`src/rtl/seg7_pkg.sv`:
```
// Shared types and segment patterns for the multiplexed 7-segment display driver.
// Segment vectors are active-low and ordered {g,f,e,d,c,b,a}.
package seg7_pkg;

   typedef enum logic [1:0] {
      S_GAP0 = 2'd0,
      S_ONES = 2'd1,
      S_GAP1 = 2'd2,
      S_TENS = 2'd3
   } state_t;

   localparam logic [6:0] SEG_BLANK = 7'h7F;
   localparam logic [6:0] SEG_DASH  = 7'h3F;

   // Nibbles 10-15 are not BCD. They show a dash so bad upstream data is visible.
   function automatic logic [6:0] digit_pattern(input logic [3:0] digit);
      logic [6:0] pattern;
      case (digit)
         4'd0:    pattern = 7'h40;
         4'd1:    pattern = 7'h79;
         4'd2:    pattern = 7'h24;
         4'd3:    pattern = 7'h30;
         4'd4:    pattern = 7'h19;
         4'd5:    pattern = 7'h12;
         4'd6:    pattern = 7'h02;
         4'd7:    pattern = 7'h78;
         4'd8:    pattern = 7'h00;
         4'd9:    pattern = 7'h10;
         default: pattern = SEG_DASH;
      endcase
      return pattern;
   endfunction

endpackage

```
`src/rtl/bcd_to_seg7.sv`:
```
// Combinational BCD to active-low 7-segment decoder.
// Nibbles 10-15 produce a dash (segment g only).
module bcd_to_seg7
   import seg7_pkg::*;
(
   input  logic [3:0] bcd,
   output logic [6:0] seg
);

   always_comb begin
      seg = SEG_DASH;
      if (bcd <= 4'd9) begin
         seg = digit_pattern(bcd);
      end
   end

endmodule

```
`src/rtl/seg7_scan_driver.sv`:
```
// Two-digit common-anode scan driver. It shows the ones digit, then a gap, then the tens digit, then a gap.
// The shown value is latched at gap entry, so a lit digit never changes while it is on.
module seg7_scan_driver
   import seg7_pkg::*;
#(
   parameter int DWELL_CYCLES = 50000,
   parameter int GAP_CYCLES   = 2
) (
   input  logic       clk,
   input  logic       reset,
   input  logic [3:0] tens,
   input  logic [3:0] ones,
   input  logic       load,
   input  logic       blank_lz,
   output logic [1:0] an,
   output logic [6:0] seg,
   output logic       frame_tick
);

   localparam int MAX_LIMIT = (DWELL_CYCLES > GAP_CYCLES) ? DWELL_CYCLES : GAP_CYCLES;
   localparam int CNT_W     = $clog2(MAX_LIMIT + 1);
   localparam logic [CNT_W-1:0] DWELL_LAST = CNT_W'(DWELL_CYCLES - 1);
   localparam logic [CNT_W-1:0] GAP_LAST   = CNT_W'(GAP_CYCLES - 1);

   state_t           state_q, state_d, next_slot;
   logic [CNT_W-1:0] cnt_q, cnt_d, cnt_last;
   logic             slot_done, enter_gap;
   logic [3:0]       sh_tens_q, sh_tens_d, sh_ones_q, sh_ones_d;
   logic [3:0]       dp_tens_q, dp_tens_d, dp_ones_q, dp_ones_d;
   logic [1:0]       an_q, an_d;
   logic [6:0]       seg_q, seg_d;
   logic             frame_tick_q, frame_tick_d;
   logic [3:0]       dec_in;
   logic [6:0]       dec_seg;

   // Sequencing and counter. The >= compare forces an advance instead of a wrap.
   always_comb begin
      cnt_last = DWELL_LAST;
      if (state_q == S_GAP0 || state_q == S_GAP1) begin
         cnt_last = GAP_LAST;
      end
      slot_done = (cnt_q >= cnt_last);

      next_slot = S_GAP0;
      case (state_q)
         S_GAP0:  next_slot = S_ONES;
         S_ONES:  next_slot = S_GAP1;
         S_GAP1:  next_slot = S_TENS;
         S_TENS:  next_slot = S_GAP0;
         default: next_slot = S_GAP0;
      endcase

      state_d = state_q;
      cnt_d   = cnt_q + CNT_W'(1);
      if (slot_done) begin
         state_d = next_slot;
         cnt_d   = '0;
      end
      enter_gap = slot_done && (state_q == S_ONES || state_q == S_TENS);
   end

   // Shadow and display registers. A load on the gap-entry edge bypasses the shadow.
   always_comb begin
      sh_tens_d = sh_tens_q;
      sh_ones_d = sh_ones_q;
      if (load) begin
         sh_tens_d = tens;
         sh_ones_d = ones;
      end

      dp_tens_d = dp_tens_q;
      dp_ones_d = dp_ones_q;
      if (enter_gap) begin
         dp_tens_d = sh_tens_d;
         dp_ones_d = sh_ones_d;
      end
   end

   assign dec_in = (state_d == S_TENS) ? dp_tens_d : dp_ones_d;

   bcd_to_seg7 u_dec (
      .bcd (dec_in),
      .seg (dec_seg)
   );

   // Outputs are computed from the next state so they line up with the state register.
   always_comb begin
      an_d  = 2'b11;
      seg_d = SEG_BLANK;
      case (state_d)
         S_ONES: begin
            an_d  = 2'b10;
            seg_d = dec_seg;
         end
         S_TENS: begin
            if (!(blank_lz && dp_tens_d == 4'd0)) begin
               an_d  = 2'b01;
               seg_d = dec_seg;
            end
         end
         default: begin
            an_d  = 2'b11;
            seg_d = SEG_BLANK;
         end
      endcase
      frame_tick_d = (state_d == S_ONES) && (state_q != S_ONES);
   end

   always_ff @(posedge clk) begin
      if (reset) begin
         state_q      <= S_GAP0;
         cnt_q        <= '0;
         sh_tens_q    <= 4'd0;
         sh_ones_q    <= 4'd0;
         dp_tens_q    <= 4'd0;
         dp_ones_q    <= 4'd0;
         an_q         <= 2'b11;
         seg_q        <= SEG_BLANK;
         frame_tick_q <= 1'b0;
      end else begin
         state_q      <= state_d;
         cnt_q        <= cnt_d;
         sh_tens_q    <= sh_tens_d;
         sh_ones_q    <= sh_ones_d;
         dp_tens_q    <= dp_tens_d;
         dp_ones_q    <= dp_ones_d;
         an_q         <= an_d;
         seg_q        <= seg_d;
         frame_tick_q <= frame_tick_d;
      end
   end

   assign an         = an_q;
   assign seg        = seg_q;
   assign frame_tick = frame_tick_q;

endmodule

```
`config.mk`:
```
export PLATFORM = sky130hd
export DESIGN_NAME = seg7_scan_driver
export DESIGN_NICKNAME = d
export VERILOG_FILES = /design/src/rtl/seg7_pkg.sv /design/src/rtl/bcd_to_seg7.sv /design/src/rtl/seg7_scan_driver.sv
export SDC_FILE = /design/constraint.sdc
export NUM_CORES = 1
export LEC_CHECK = 0
export CAP_MARGIN = 20
export CORE_ASPECT_RATIO = 1.4
export CORE_MARGIN = 2
export CORE_UTILIZATION = 62
export CTS_BUF_LIST = sky130_fd_sc_hd__clkbuf_4 sky130_fd_sc_hd__clkbuf_8
export DETAILED_ROUTE_END_ITERATION = 12
export PLACE_DENSITY_LB_ADDON = 0.15
export SYNTH_ARGS = -nofsm -noshare
export SYNTH_HDL_FRONTEND = slang
export SYNTH_HIERARCHICAL = 1
export SYNTH_SLANG_ARGS = --single-unit
export TNS_END_PERCENT = 5
```
`constraint.sdc`:
```
create_clock -name clk -period 7.39 [get_ports clk]
set_input_delay 0.739 -clock clk [delete_from_list [all_inputs] [get_ports clk]]
set_output_delay 0.739 -clock clk [all_outputs]
set_load 0.02 [all_outputs]
```
==> metrics.csv <==
stage;metric;value;unit
status;outcome;completed;
worst_setup_path;critical path depth;12;
clock_tree;post-CTS resize count;0;
timing;Final Hold Fails;0;
logic_synthesis;sequential-to-total area share from yosys stat;35.45;%
global_route;grt ovf;0;
worst_setup_path;r2r setup slk;3610;ps
worst_setup_path;worst-path cell chain;inv_1, ha_1, a211oi_1, a21oi_1, a211oi_4, nor2_1, a21oi_1, inv_1, ha_1, a211oi_1, a311oi_1, nand3b_1;
logic_synthesis;number of synthesized register bits;44;
detailed_routing;# DRC;0;
global_route;number of global-route vias before repair;1917;
worst_setup_path;crit-path max FO;17;
worst_setup_path;Worst path top cell family by delay;compound AO/OA/AOI/OAI gates;
detailed_routing;total length of routed wires;4893;um
detailed_routing;1st-iter DRT viols;59;
timing;crit path time final;3780;ps
clock_tree;Num CTS Buffers;5;
detailed_routing;via/cell ratio;5.933;
logic_synthesis;Synthesized Nets;299;
logic_synthesis;Netlist cell types;50;
cells_and_area;Fillers;324;
clock_tree;CTS clk-pin slew, worst paths;80;ps
logic_synthesis;post-synth top area cell;dfxtp_1;
timing;RSZ-0062 raised after global routing;no;
logic_synthesis;Cells after Synth;269;
place;dpl hpwl;3567;um
place;IO buf count;21;
flow_run;Max Cap Violations;0;
clock_tree;H-Tree Depth;2;
logic_synthesis;Post-synth EDFFs;0;
worst_setup_path;Reg-to-Reg Start;state_q[0];
worst_setup_path;CP Launch Type;register;
timing;Max Slew Vio Count;0;
cells_and_area;most frequent cells in the layout;44 x dfxtp_1, 27 x nor2_1, 21 x clkdlybuf4s50_1;
detailed_routing;DRT antenna net count;0;
global_route;GRT Overall Usage;23.71;%
timing;PnR worst setup slack;3610;ps
cells_and_area;diode count;0;
logic_synthesis;Synth warnings;6;
power_and_ir_drop;Lkg Pwr;0.001052;uW
clock_tree;Worst-Skew Late Latency;300;ps
worst_setup_path;WS Path Type;reg2reg;
min_path;Hold Path Sink;cnt_q[0];
timing;Tightest Pin Transition;782.1;ps
logic_synthesis;fraction of registers with async set/reset;0;%
floorplan;core area;3885;um^2
worst_setup_path;Critical Path AT;3960;ps
power_and_ir_drop;pwr/cell area;348.6;nW/um^2
worst_setup_path;CP Capture Type;register;
place;Place WS;3645;ps
clock_tree;# Post-CTS Setup Buffers;0;
clock_tree;CTS Root Cell;clkbuf_8;
cells_and_area;share of layout cells above drive strength 1;12.94;%
worst_setup_path;depth of the worst register-to-register path;12;
timing;highest clock rate;264.6;MHz
worst_setup_path;Buf+Inv Stages, Crit Path;2;
floorplan;Die Span Y;78.91;um
logic_synthesis;top-area cell type share of the netlist area;35.45;%
logic_synthesis;ys flop type;dfxtp_1;
cells_and_area;commonest non-fill, non-tap cell in the layout;dfxtp_1;
detailed_routing;DR vias;1952;
timing;Final Cycle Share;51.14;%
cells_and_area;Final #Nets;315;
floorplan;Ports;22;
logic_synthesis;Cell Area, Synth;2485;um^2
detailed_routing;TritonRoute pass-1 iters;6;
logic_synthesis;syn_area_per_cell;9.237;um^2
worst_setup_path;Max stage delay on crit path;650;ps
timing;Final setup viols;0;
floorplan;Horiz. Die Dim;57.51;um
timing;setup TNS;0;ps
worst_setup_path;CP max stage cell;a211oi_4;
clock_tree;Max clock buf depth;2;
detailed_routing;WL/cell;14.87;um
worst_setup_path;CP Data Required Time;7570;ps
global_route;largest net degree at the start of global routing;20;
floorplan;die area;4537;um^2
global_route;initial antenna violation count;0;
timing;Worst slew margin;47.67;%
global_route;first-pass GRT wire length;8418;um
place;Routability Congestion;0.8779;
worst_setup_path;Reg-to-Reg End;seg[0];
min_path;WHS Path Cells;1;
min_path;Min-Delay Path Class;reg2reg;
cells_and_area;Area Growth Syn to Fin;12.59;%
clock_tree;# hold bufs at CTS;0;
power_and_ir_drop;Peak supply drop;0.3160;mV
clock_tree;CTS sink cnt;44;
min_path;Hold Crit Start;cnt_q[0];
timing;Clock Skew;6.730;ps
clock_tree;CTS tree;yes;
logic_synthesis;ranking of synthesized cells by area;dfxtp_1 35%, ha_1 9.1%, nor2_1 4.1%;
floorplan;Cell Rows;27;
floorplan;initial core utilization;63.96;%
[metal layers]
| layer | GRT usage (%) | part of all wire [%] |
|---|---|---|
| met4 | 9.535 | 1.5 |
| met1 | 25.28 | 40 |
| met5 | 0 | 0 |
| met2 | 44.77 | 57 |
| met3 | 3.909 | 2.0 |
[through the flow]
| stage | util [%] | hold WS (ps) | total power [uW] | instances | cell area, um^2 |
|---|---|---|---|---|---|
| final | 72.01 | 517.5 | 975.4 | 329 | 2798 |
| after global routing | 72.01 | 529.9 | 1053 | 329 | 2798 |
| after CTS | 72.01 | 525.4 | 977.3 | 329 | 2798 |
| after detailed placement | 68.76 | 493.8 | 773.7 | 321 | 2671 |
| after global placement | 68.76 | 484.1 | 761.7 | 321 | 2671 |
| after floorplan | - | 450.8 | 700.7 | 269 | 2485 |
[state kept, by name, indices dropped and copies added, names as in the netlist]
name and cells:
sh_ones_q 4, an 2, dp_tens_q 4, sh_tens_q 4, state_q 2, seg 7
frame_tick 1, cnt_q 16, dp_ones_q 4
[synthesized netlist by cell type (7+ instances only)]
master	number
nor2_4	8
a21oi_1	16
xnor2_1	9
nand2_1	13
o21ai_0	7
nor3_1	17
dfxtp_1	44
mux2_2	7
nand3b_1	7
nand3_1	10
a211oi_1	7
ha_1	18
inv_1	9
nor2_1	27
[worst max-delay path by stage]
| stage | end | slack (ps) | startpoint |
|---|---|---|---|
| after floorplan | seg[0] | 4260 | state_q[0] |
| after global placement | seg[5] | 3700 | load |
| after detailed placement | seg[0] | 3650 | load |
| after CTS | seg[0] | 3620 | state_q[0] |
| after global routing | seg[0] | 3180 | state_q[0] |
| final | seg[0] | 3610 | state_q[0] |
[cells by family (layout without fill, tap and decap cells)]
logic type      after synthesis  after routing  share of synthesized area [%]
simple gates                111            111                          25.98
fa+ha+maj                    18             18                          9.064
buf+inv                      23             40                          4.934
flops                        44             44                          35.45
compound gates               45             45                          12.59
xor+xnor                     13             13                          4.582
mux                          15             15                          7.402
[where the power goes]
part | switching (uW) | internal [uW]
combinational | 284 | 199
clock | 81.7 | 119
sequential | 23.6 | 268
[layout make-up]
class	count	area [um^2]	area share [%]
clock inverter	1	30.03	1.073
multi-input combinational	202	1481	52.95
inverter	10	37.54	1.342
tap	43	53.80	1.923
clock buffer	7	96.34	3.444
timing repair buffer	22	217.7	7.782
sequential	44	880.8	31.48
Power figures use the tool's default switching activity.
